===== src/rtl/clkdiv_cfg_arbiter_if.sv =====
// Bus bundle between clkdiv_cfg_arbiter and its requesters / divider.
// slave  : the arbiter side (samples requests, drives divider write port).
// master : the environment side (requesters plus divider clock output).
interface clkdiv_cfg_arbiter_if #(
    parameter int NUM_REQ = 4
);
    logic [NUM_REQ-1:0]   req;
    logic [8*NUM_REQ-1:0] req_div;
    logic [NUM_REQ-1:0]   gnt;
    logic                 busy;
    logic [7:0]           cur_div;
    logic [6:0]           div_address;
    logic [7:0]           div_writedata;
    logic                 div_write;
    logic                 div_clk_out;
    logic                 timeout_flag;

    modport slave (
        input  req, req_div, div_clk_out,
        output gnt, busy, cur_div, div_address, div_writedata, div_write, timeout_flag
    );

    modport master (
        output req, req_div, div_clk_out,
        input  gnt, busy, cur_div, div_address, div_writedata, div_write, timeout_flag
    );
endinterface


===== src/rtl/clkdiv_cfg_arbiter.sv =====
// clkdiv_cfg_arbiter: round-robin sharing of one programmable clock divider.
// Ratio writes are issued only on a falling edge of div_clk_out, followed by a
// settle window before the requester is acknowledged. A boot write of DIV_RESET
// follows every reset.
// Optional feature: define CLKDIV_TIMEOUT_EN to bound the wait for a falling
// edge to TIMEOUT_CYC cycles (forced write + sticky timeout_flag).
module clkdiv_cfg_arbiter #(
    parameter int         NUM_REQ     = 4,
    parameter logic [7:0] DIV_RESET   = 8'd50,
    parameter logic [6:0] DIV_ADDR    = 7'd0,
    parameter int         SETTLE_CYC  = 16,
    parameter int         TIMEOUT_CYC = 1024
) (
    input  logic                 clk,
    input  logic                 rst_n,
    clkdiv_cfg_arbiter_if.slave  bus
);
    localparam int IW = (NUM_REQ > 1) ? $clog2(NUM_REQ) : 1;
    localparam int SW = (SETTLE_CYC > 1) ? $clog2(SETTLE_CYC) : 1;
    localparam logic [SW-1:0] SETTLE_LAST = SW'(SETTLE_CYC - 1);
    localparam logic [IW-1:0] LAST_IDX    = IW'(NUM_REQ - 1);

    typedef enum logic [2:0] {
        S_BOOT, S_IDLE, S_ARB, S_WAIT_EDGE, S_WRITE, S_SETTLE, S_ACK
    } state_t;

    state_t        state_q, state_d;
    logic          clk_q;
    logic [IW-1:0] rr_q, rr_d;
    logic [IW-1:0] owner_q, owner_d;
    logic [7:0]    pending_q, pending_d;
    logic          boot_q, boot_d;
    logic [7:0]    cur_div_q, cur_div_d;
    logic [7:0]    wdata_q, wdata_d;
    logic [SW-1:0] settle_q, settle_d;

    logic          fall;
    logic          timeout_hit;
    logic          win_found;
    logic [IW-1:0] win_idx;
    logic [7:0]    win_div;
    logic [7:0]    req_div_arr [NUM_REQ];

    assign fall = clk_q & ~bus.div_clk_out;

    // Per-requester views: ratio slices and one-hot acknowledge bits.
    for (genvar gi = 0; gi < NUM_REQ; gi++) begin : g_req
        assign req_div_arr[gi] = bus.req_div[8*gi +: 8];
        assign bus.gnt[gi]     = (state_q == S_ACK) && (owner_q == IW'(gi));
    end

    // Round-robin search: first set request at or after rr_q, wrapping.
    always_comb begin
        logic [IW:0] cand;
        win_found = 1'b0;
        win_idx   = '0;
        cand      = '0;
        for (int k = 0; k < NUM_REQ; k++) begin
            cand = {1'b0, rr_q} + (IW+1)'(k);
            if (cand >= (IW+1)'(NUM_REQ)) begin
                cand = cand - (IW+1)'(NUM_REQ);
            end
            if (!win_found && bus.req[cand[IW-1:0]]) begin
                win_found = 1'b1;
                win_idx   = cand[IW-1:0];
            end
        end
        // A ratio of 0 is meaningless for the divider; treat it as 1.
        win_div = (req_div_arr[win_idx] == 8'd0) ? 8'd1 : req_div_arr[win_idx];
    end

    // Next-state and datapath updates for the transaction FSM.
    always_comb begin
        state_d   = state_q;
        rr_d      = rr_q;
        owner_d   = owner_q;
        pending_d = pending_q;
        boot_d    = boot_q;
        cur_div_d = cur_div_q;
        wdata_d   = wdata_q;
        settle_d  = settle_q;
        case (state_q)
            S_BOOT: begin
                pending_d = DIV_RESET;
                boot_d    = 1'b1;
                state_d   = S_WAIT_EDGE;
            end
            S_IDLE: begin
                if (|bus.req) state_d = S_ARB;
            end
            S_ARB: begin
                if (win_found) begin
                    owner_d   = win_idx;
                    rr_d      = (win_idx == LAST_IDX) ? '0 : win_idx + IW'(1);
                    pending_d = win_div;
                    boot_d    = 1'b0;
                    state_d   = (win_div == cur_div_q) ? S_ACK : S_WAIT_EDGE;
                end else begin
                    // Request withdrawn between IDLE and ARB: nothing to serve.
                    state_d = S_IDLE;
                end
            end
            S_WAIT_EDGE: begin
                if (fall || timeout_hit) begin
                    wdata_d = pending_q;
                    state_d = S_WRITE;
                end
            end
            S_WRITE: begin
                cur_div_d = pending_q;
                settle_d  = '0;
                state_d   = S_SETTLE;
            end
            S_SETTLE: begin
                if (settle_q == SETTLE_LAST) begin
                    state_d = boot_q ? S_IDLE : S_ACK;
                end else begin
                    settle_d = settle_q + SW'(1);
                end
            end
            S_ACK: begin
                state_d = S_IDLE;
            end
            default: state_d = S_BOOT;
        endcase
    end

    // State and datapath registers; reset restarts with a boot write.
    always_ff @(posedge clk or negedge rst_n) begin
        if (!rst_n) begin
            state_q   <= S_BOOT;
            clk_q     <= 1'b0;
            rr_q      <= '0;
            owner_q   <= '0;
            pending_q <= DIV_RESET;
            boot_q    <= 1'b1;
            cur_div_q <= DIV_RESET;
            wdata_q   <= DIV_RESET;
            settle_q  <= '0;
        end else begin
            state_q   <= state_d;
            clk_q     <= bus.div_clk_out;
            rr_q      <= rr_d;
            owner_q   <= owner_d;
            pending_q <= pending_d;
            boot_q    <= boot_d;
            cur_div_q <= cur_div_d;
            wdata_q   <= wdata_d;
            settle_q  <= settle_d;
        end
    end

`ifdef CLKDIV_TIMEOUT_EN
    localparam int TW = (TIMEOUT_CYC > 1) ? $clog2(TIMEOUT_CYC) : 1;
    localparam logic [TW-1:0] TO_LAST = TW'(TIMEOUT_CYC - 1);

    logic [TW-1:0] to_cnt_q;
    logic          to_flag_q;

    assign timeout_hit      = (state_q == S_WAIT_EDGE) && !fall && (to_cnt_q == TO_LAST);
    assign bus.timeout_flag = to_flag_q;

    // Counts cycles spent waiting for a falling edge; flag is sticky.
    always_ff @(posedge clk or negedge rst_n) begin
        if (!rst_n) begin
            to_cnt_q  <= '0;
            to_flag_q <= 1'b0;
        end else begin
            if (state_q == S_WAIT_EDGE && !fall && !timeout_hit) begin
                to_cnt_q <= to_cnt_q + TW'(1);
            end else begin
                to_cnt_q <= '0;
            end
            if (timeout_hit) to_flag_q <= 1'b1;
        end
    end
`else
    assign timeout_hit      = 1'b0;
    assign bus.timeout_flag = 1'b0;
`endif

    assign bus.busy          = (state_q != S_IDLE);
    assign bus.cur_div       = cur_div_q;
    assign bus.div_address   = DIV_ADDR;
    assign bus.div_writedata = wdata_q;
    assign bus.div_write     = (state_q == S_WRITE);
endmodule


===== src/flat_wrapper.sv =====
// flat-port wrapper written by rule: the top's interface ports become plain ports
module clkdiv_cfg_arbiter_flat 
#(
    parameter int         NUM_REQ     = 4,
    parameter logic [7:0] DIV_RESET   = 8'd50,
    parameter logic [6:0] DIV_ADDR    = 7'd0,
    parameter int         SETTLE_CYC  = 16,
    parameter int         TIMEOUT_CYC = 1024
)
  (clk, rst_n, bus_req, bus_req_div, bus_div_clk_out, bus_gnt, bus_busy, bus_cur_div, bus_div_address, bus_div_writedata, bus_div_write, bus_timeout_flag);
  clkdiv_cfg_arbiter_if #(.NUM_REQ(NUM_REQ)) bus_i ();
  input  logic clk;
  input  logic rst_n;
  input wire logic [$bits(bus_i.req)-1:0] bus_req;
  input wire logic [$bits(bus_i.req_div)-1:0] bus_req_div;
  input wire logic [$bits(bus_i.div_clk_out)-1:0] bus_div_clk_out;
  output wire logic [$bits(bus_i.gnt)-1:0] bus_gnt;
  output wire logic [$bits(bus_i.busy)-1:0] bus_busy;
  output wire logic [$bits(bus_i.cur_div)-1:0] bus_cur_div;
  output wire logic [$bits(bus_i.div_address)-1:0] bus_div_address;
  output wire logic [$bits(bus_i.div_writedata)-1:0] bus_div_writedata;
  output wire logic [$bits(bus_i.div_write)-1:0] bus_div_write;
  output wire logic [$bits(bus_i.timeout_flag)-1:0] bus_timeout_flag;
  assign bus_i.req = bus_req;
  assign bus_i.req_div = bus_req_div;
  assign bus_i.div_clk_out = bus_div_clk_out;
  assign bus_gnt = bus_i.gnt;
  assign bus_busy = bus_i.busy;
  assign bus_cur_div = bus_i.cur_div;
  assign bus_div_address = bus_i.div_address;
  assign bus_div_writedata = bus_i.div_writedata;
  assign bus_div_write = bus_i.div_write;
  assign bus_timeout_flag = bus_i.timeout_flag;
  clkdiv_cfg_arbiter #(.NUM_REQ(NUM_REQ), .DIV_RESET(DIV_RESET), .DIV_ADDR(DIV_ADDR), .SETTLE_CYC(SETTLE_CYC), .TIMEOUT_CYC(TIMEOUT_CYC)) u_core (.clk(clk), .rst_n(rst_n), .bus(bus_i));
endmodule

===== config.mk =====
export PLATFORM = sky130hd
export DESIGN_NAME = clkdiv_cfg_arbiter_flat
export DESIGN_NICKNAME = d
export VERILOG_FILES = /design/src/rtl/clkdiv_cfg_arbiter_if.sv /design/src/rtl/clkdiv_cfg_arbiter.sv /design/src/flat_wrapper.sv
export SDC_FILE = /design/constraint.sdc
export NUM_CORES = 1
export LEC_CHECK = 0
export CELL_PAD_IN_SITES_DETAIL_PLACEMENT = 1
export CELL_PAD_IN_SITES_GLOBAL_PLACEMENT = 1
export CORE_MARGIN = 3
export CORE_UTILIZATION = 35
export CTS_BUF_LIST = sky130_fd_sc_hd__clkbuf_8 sky130_fd_sc_hd__clkbuf_16
export DETAILED_ROUTE_END_ITERATION = 8
export GPL_TIMING_DRIVEN = 0
export PLACE_DENSITY_LB_ADDON = 0.05
export SYNTH_ARGS = -nofsm -noshare
export SYNTH_HDL_FRONTEND = slang
export SYNTH_SLANG_ARGS = --single-unit

===== constraint.sdc =====
create_clock -name clk -period 3.55 [get_ports clk]
set_clock_uncertainty 0.2 [all_clocks]
set_input_delay 0.355 -clock clk [delete_from_list [all_inputs] [get_ports clk]]
set_output_delay 0.355 -clock clk [all_outputs]
set_load 0.01 [all_outputs]

**After elaboration in Yosys (flattened, before gate mapping)**

Cells that the tools add are included.

- $add $sub $neg: 9
- $lt $le $gt $ge: 9
- Equality and inequality tests: 18
- Multiplexer cells: 38
- Bitwise gates (word level): 3
- Reductions and logical operators: 21

Operators by type and width:

| kind | number |
|---|---|
| $mux W8 | 4 |
| $pmux W3 S7 | 1 |
| $mux W2 | 9 |
| $mux W3 | 6 |
| $bmux W8 S2 | 1 |
| $pmux W8 S2 | 1 |
| $ge A3 B3 Y1 const B | 4 |
| $lt A2 B3 Y1 const B | 4 |
| $eq A3 B3 Y1 const B | 3 |
| $mux W1 | 9 |
| $bmux W1 S2 | 4 |
| $eq A8 B8 Y1 | 1 |
| $logic_not A8 Y1 | 1 |
| $ne A2 B1 Y1 const B | 4 |
| $pmux W4 S2 | 1 |
| $reduce_and A2 Y1 | 4 |
| $sub A2 B1 Y2 const B | 4 |
| $logic_and A1 B1 Y1 | 7 |
| $add A2 B2 Y3 const B | 2 |
| $eq A2 B2 Y1 const B | 3 |
| $eq A3 B2 Y1 const B | 2 |
| $add A4 B1 Y4 const B | 1 |
| $eq A4 B4 Y1 const B | 1 |
| $mux W4 | 1 |
| 17 further kinds | 20 |

- Register bits after elaboration: 37
- Bits of input ports: 39
- Output and inout bits: 30
- Logic and storage cells: 107

**Logic depth before layout (Yosys ltp)**

- Word-level depth: 24
- Gate-level depth with buffers: 9
- Depth with buffers taken out: 9

**Least setup slack after synthesis**

OpenSTA, ideal clock, no wires.

- Path kind: input -> register
- From: input bus_req[2]
- To: register u_core.state_q[2]
- Library setup time: 120 ps
- Arrival time: 2239 ps
- Data required time: 3230 ps
- Setup slack: 991 ps
- Stages on the path: 9
- Cell sequence: nor2b_1 -> a211o_1 -> buf_6 -> and3_4 -> a211oi_2 -> a31oi_1 -> nor4_4 -> mux2_4 -> a31o_1

- Cells in the longest elaborated chain, start to end: 22
- Elaborated cells on any way between the ends: 35
- Classes of those cells: 2 x eq/ne; 23 x mux; 1 x bitwise; 9 x reduce/logical

Ends and longest elaborated chain:

| what | RTL line | text |
|---|---|---|
| start, declared | flat_wrapper.sv:14 | `input wire logic [$bits(bus_i.req)-1:0] bus_req;` |
| $bmux W1 S2 | clkdiv_cfg_arbiter.sv:63 | `if (!win_found && bus.req[cand[IW-1:0]]) begin` |
| $mux W1 (not written as such) | clkdiv_cfg_arbiter.sv:63 |  |
| $mux W1 | clkdiv_cfg_arbiter.sv:63 |  |
| $logic_not A1 Y1 | clkdiv_cfg_arbiter.sv:63 |  |
| $logic_and A1 B1 Y1 | clkdiv_cfg_arbiter.sv:63 |  |
| $mux W1 | clkdiv_cfg_arbiter.sv:63 |  |
| $logic_not A1 Y1 | clkdiv_cfg_arbiter.sv:63 |  |
| $logic_and A1 B1 Y1 | clkdiv_cfg_arbiter.sv:63 |  |
| (+5 left out) | -- |  |
| $bmux W8 S2 | clkdiv_cfg_arbiter.sv:69 | `win_div = (req_div_arr[win_idx] == 8'd0) ? 8'd1 : req_div_arr[win_idx];` |
| $mux W8 (not written as such) (2 in a row) | clkdiv_cfg_arbiter.sv:69 |  |
| $logic_not A8 Y1 | clkdiv_cfg_arbiter.sv:69 |  |
| $mux W8 | clkdiv_cfg_arbiter.sv:69 |  |
| $eq A8 B8 Y1 | clkdiv_cfg_arbiter.sv:97 | `state_d = (win_div == cur_div_q) ? S_ACK : S_WAIT_EDGE;` |
| $mux W3 | clkdiv_cfg_arbiter.sv:97 |  |
| $mux W3 | clkdiv_cfg_arbiter.sv:92 | `if (win_found) begin` |
| $pmux W3 S7 | clkdiv_cfg_arbiter.sv:82 | `case (state_q)` |
| end signal, assigned | clkdiv_cfg_arbiter.sv:141 | `state_q <= state_d;` |
| end, declared | clkdiv_cfg_arbiter.sv:27 | `state_t state_q, state_d;` |

Several ways; a longest one is shown, not always the timed one. The select of a mux whose other input is x is not followed.
A chain may end at the register's enable or synchronous reset.

**Worst setup path in the final report**

- From: register u_core.state_q[2]
- To: output bus_div_write

- Cells in the longest elaborated chain, start to end: 1

Ends and longest elaborated chain:

| what | RTL line | text |
|---|---|---|
| $eq A3 B3 Y1 | clkdiv_cfg_arbiter.sv:186 | `assign bus.div_write = (state_q == S_WRITE);` |
| end, declared | flat_wrapper.sv:22 | `output wire logic [$bits(bus_i.div_write)-1:0] bus_div_write;` |

No other way between the ends.

==> run metrics <==
root buf cell=clkbuf_8; Synth Instances=244; largest net degree at the start of global routing=38; Max Fanout on Critical Path=10; antenna violations before repair=0; Synth area leaders=dfrtp_1 29%, dfstp_2 11%, mux2_2 8.2%, o21ai_0 4.7%, nand3_1 4.3%; total grt overflow=0; row count=29; Setup CP Type=reg2out; DRT iter0 DRCs=75; antenna cells=0; Reg2Reg Depth=9; Crit Reg-Reg Startpoint=u_core.rr_q[0]; count of unique library cells instantiated by Yosys=59; Seq/Total Area, Yosys=0.4028; clk buf depth=2; critical path endpoint=bus_div_write; Post-Synth Adder-Cell Area=0.01074; Wirelength per Cell=16.64 µm; DRC errors left=0; total CTS buffers=5; Vias=2,090; clk_lat worst skew=0.30 ns; pwr/cell area=813.3 mW/mm²; Final Hold Fails=0; first-pass GRT wire length=11,020 µm; Vias/cell=5.264; Sequential Power Share=0.310; Post-synth top cells=27 x dfrtp_1, 25 x nand2_1, 22 x o21ai_0; switch share=0.3913; hold_buf cts=1; number of global-route vias before repair=2,234; Tot Pwr=0.002596 W; FF+latch count, synth=37; worst reg-to-reg setup slack=0.72 ns; Sum Neg Setup Slack=0 ns; Max Slew Vio Count=0; Final Cycle Share=0.8730; worst vdd ir=0.4276 mV; simple-gate portion of the synthesized area=0.2304; Compound-Gate Fraction of Synth Area=0.1783; post-cts sizing count=0; final setup violation count=0; Final ANT Viol Nets=0; Synth Area in XOR/XNOR=0.01880; Final min period=3.099 ns; routed wire length=6608 µm; post-synth top area share=0.2900; area of the core=0.006386 mm²; clock transition at the registers of the reported paths=0.07 ns; P_int=0.001580 W; worst hold-check path type=reg2reg; mapped cell area=0.002330 mm²; Tightest Pin Transition=0.8361 ns; clock sink count=37; CP Launch Type=flop; Syn Area/Cell=9.548 µm²; H-tree depth=2; Post-CTS Setup Bufs=0; Req. time, crit path=2.99 ns; worst reg2reg path endpoint=u_core.state_q[2]; Detail Placement HPWL=5122 µm; CP startpoint=u_core.state_q[2]; GPL Wtd Cong=0.7634; cell taking the most area after synthesis=dfrtp_1; TritonCTS clock tree=built; Pre-Repair DR Iteration Count=4; clock network fraction of total power=0.169; metal3 WL=164 µm; metal1 wirelength=2966 µm; layout cells sized above 1=0.2250; Leakage=1.343 nW; RSZ-0062 raised after global routing=false; Post-synth EDFFs=0; Post-synth ARST share=1.000; top sig layer=met4; multiplexer area fraction after synthesis=0.09721; Area growth syn-to-layout=37.00%; Comb power frac=0.521; Initial Util=0.3648; die width=87.59 µm; GRT Total Usage=0.1850; Slew headroom=0.4426; NumNets Final=360; Syn. warnings=0; port bufs=60; sw power=0.001016 W; count leader, synth=dfrtp_1; outcome=finished, final reports clean; prevailing post-synth register cell=dfrtp_1; main combinational cell family by area after synthesis=simple AND/OR/NAND/NOR gates; Crit. End Element=primary output; Design Area, Final=0.003192 mm²; critical path arrival=2.54 ns; max-cap check violation count=0; Die Y=87.59 µm; routed wl met2=3398 µm; die area=0.007671 mm²; placed cell area=0.003048 mm²; achievable clock frequency=0.3227 GHz; I/O Pins=69; Final Util=0.4998
## routing by layer
layer	GRT usage	up-vias
li1	-	1018
met1	0.2354	1035
met2	0.3219	29
met3	0.02822	8
met4	0.05858	0
met5	0	-
## final cells by class
| cell class | count | area, µm² |
|---|---|---|
| fillers | 752 | 3194 |
| well taps | 77 | 96.34 |
| flip-flops and latches | 37 | 938.4 |
| plain buffers | 18 | 125.1 |
| multi-input cells | 192 | 1277 |
| clock buffers | 5 | 68.82 |
| inverters | 4 | 15.01 |
| repair buffers | 61 | 605.6 |
| clock inverters | 3 | 65.06 |
## power groups by stage
stage	sequential (W)	combinational (W)	clock, W
after global routing	0.000836	0.00152	0.000466
after detailed placement	0.000814	0.00136	0
after global placement	0.000808	0.00133	0
after floorplan	0.000804	0.000860	0
after CTS	0.000808	0.00137	0.000450
final	0.000804	0.00135	0.000439
## placed cells by master, fill, tap and decap left out, drive strengths merged, types with 10 or more instances in the layout
cell / instances
mux2: 18
nor2: 14
and3: 12
nand2: 27
dfstp: 10
buf: 10
clkbuf: 14
clkdlybuf4s50: 59
o21ai: 24
nand3: 21
dfrtp: 27
## through the flow
stage,hold slack (ns),cells,setup WS [ns]
CTS,0.2922,397,0.4420
global route,0.2982,397,0.2167
finish,0.2955,397,0.4508
global placement,0.2701,388,0.2217
floorplan,-0.1406,251,0.9915
detailed placement,0.2799,388,0.1805
## sequential cells by signal, indices dropped and copies added, names as in the netlist
| name | cells |
|---|---|
| u_core.pending_q | 8 |
| u_core.clk_q | 1 |
| u_core.bus.div_writedata | 8 |
| u_core.state_q | 3 |
| u_core.boot_q | 1 |
| u_core.owner_q | 2 |
| u_core.bus.cur_div | 8 |
| u_core.settle_q | 4 |
| u_core.rr_q | 2 |
## worst max-delay path, cell delays in order (launching register included)
cell and delay (ns):
dfrtp_1 0.34, clkbuf_1 0.32, nand2b_1 0.21, nor2_1 0.24
clkbuf_1 0.50, clkdlybuf4s50_1 0.65
## kinds of logic (layout without fill, tap and decap cells)
logic type | Yosys count | after routing
AOI/OAI and AO/OA | 59 | 59
xor gates and xnor gates | 5 | 5
adders and majority gates | 2 | 2
buffers and inverters | 22 | 91
DFF | 37 | 37
muxes | 20 | 20
other | 1 | 8
and+or+nand+nor | 98 | 98
## worst min-delay path by stage
stage	from	endpoint	cells after the start
6_report	u_core.boot_q	u_core.boot_q	2
3_5_place_dp	u_core.boot_q	u_core.boot_q	2
3_3_place_gp	u_core.boot_q	u_core.boot_q	2
2_1_floorplan	rst_n	u_core.bus.cur_div[0]	0
5_1_grt	bus_div_clk_out	u_core.clk_q	1
4_1_cts	u_core.boot_q	u_core.boot_q	2
No activity file was read; power rests on OpenSTA's default activity.
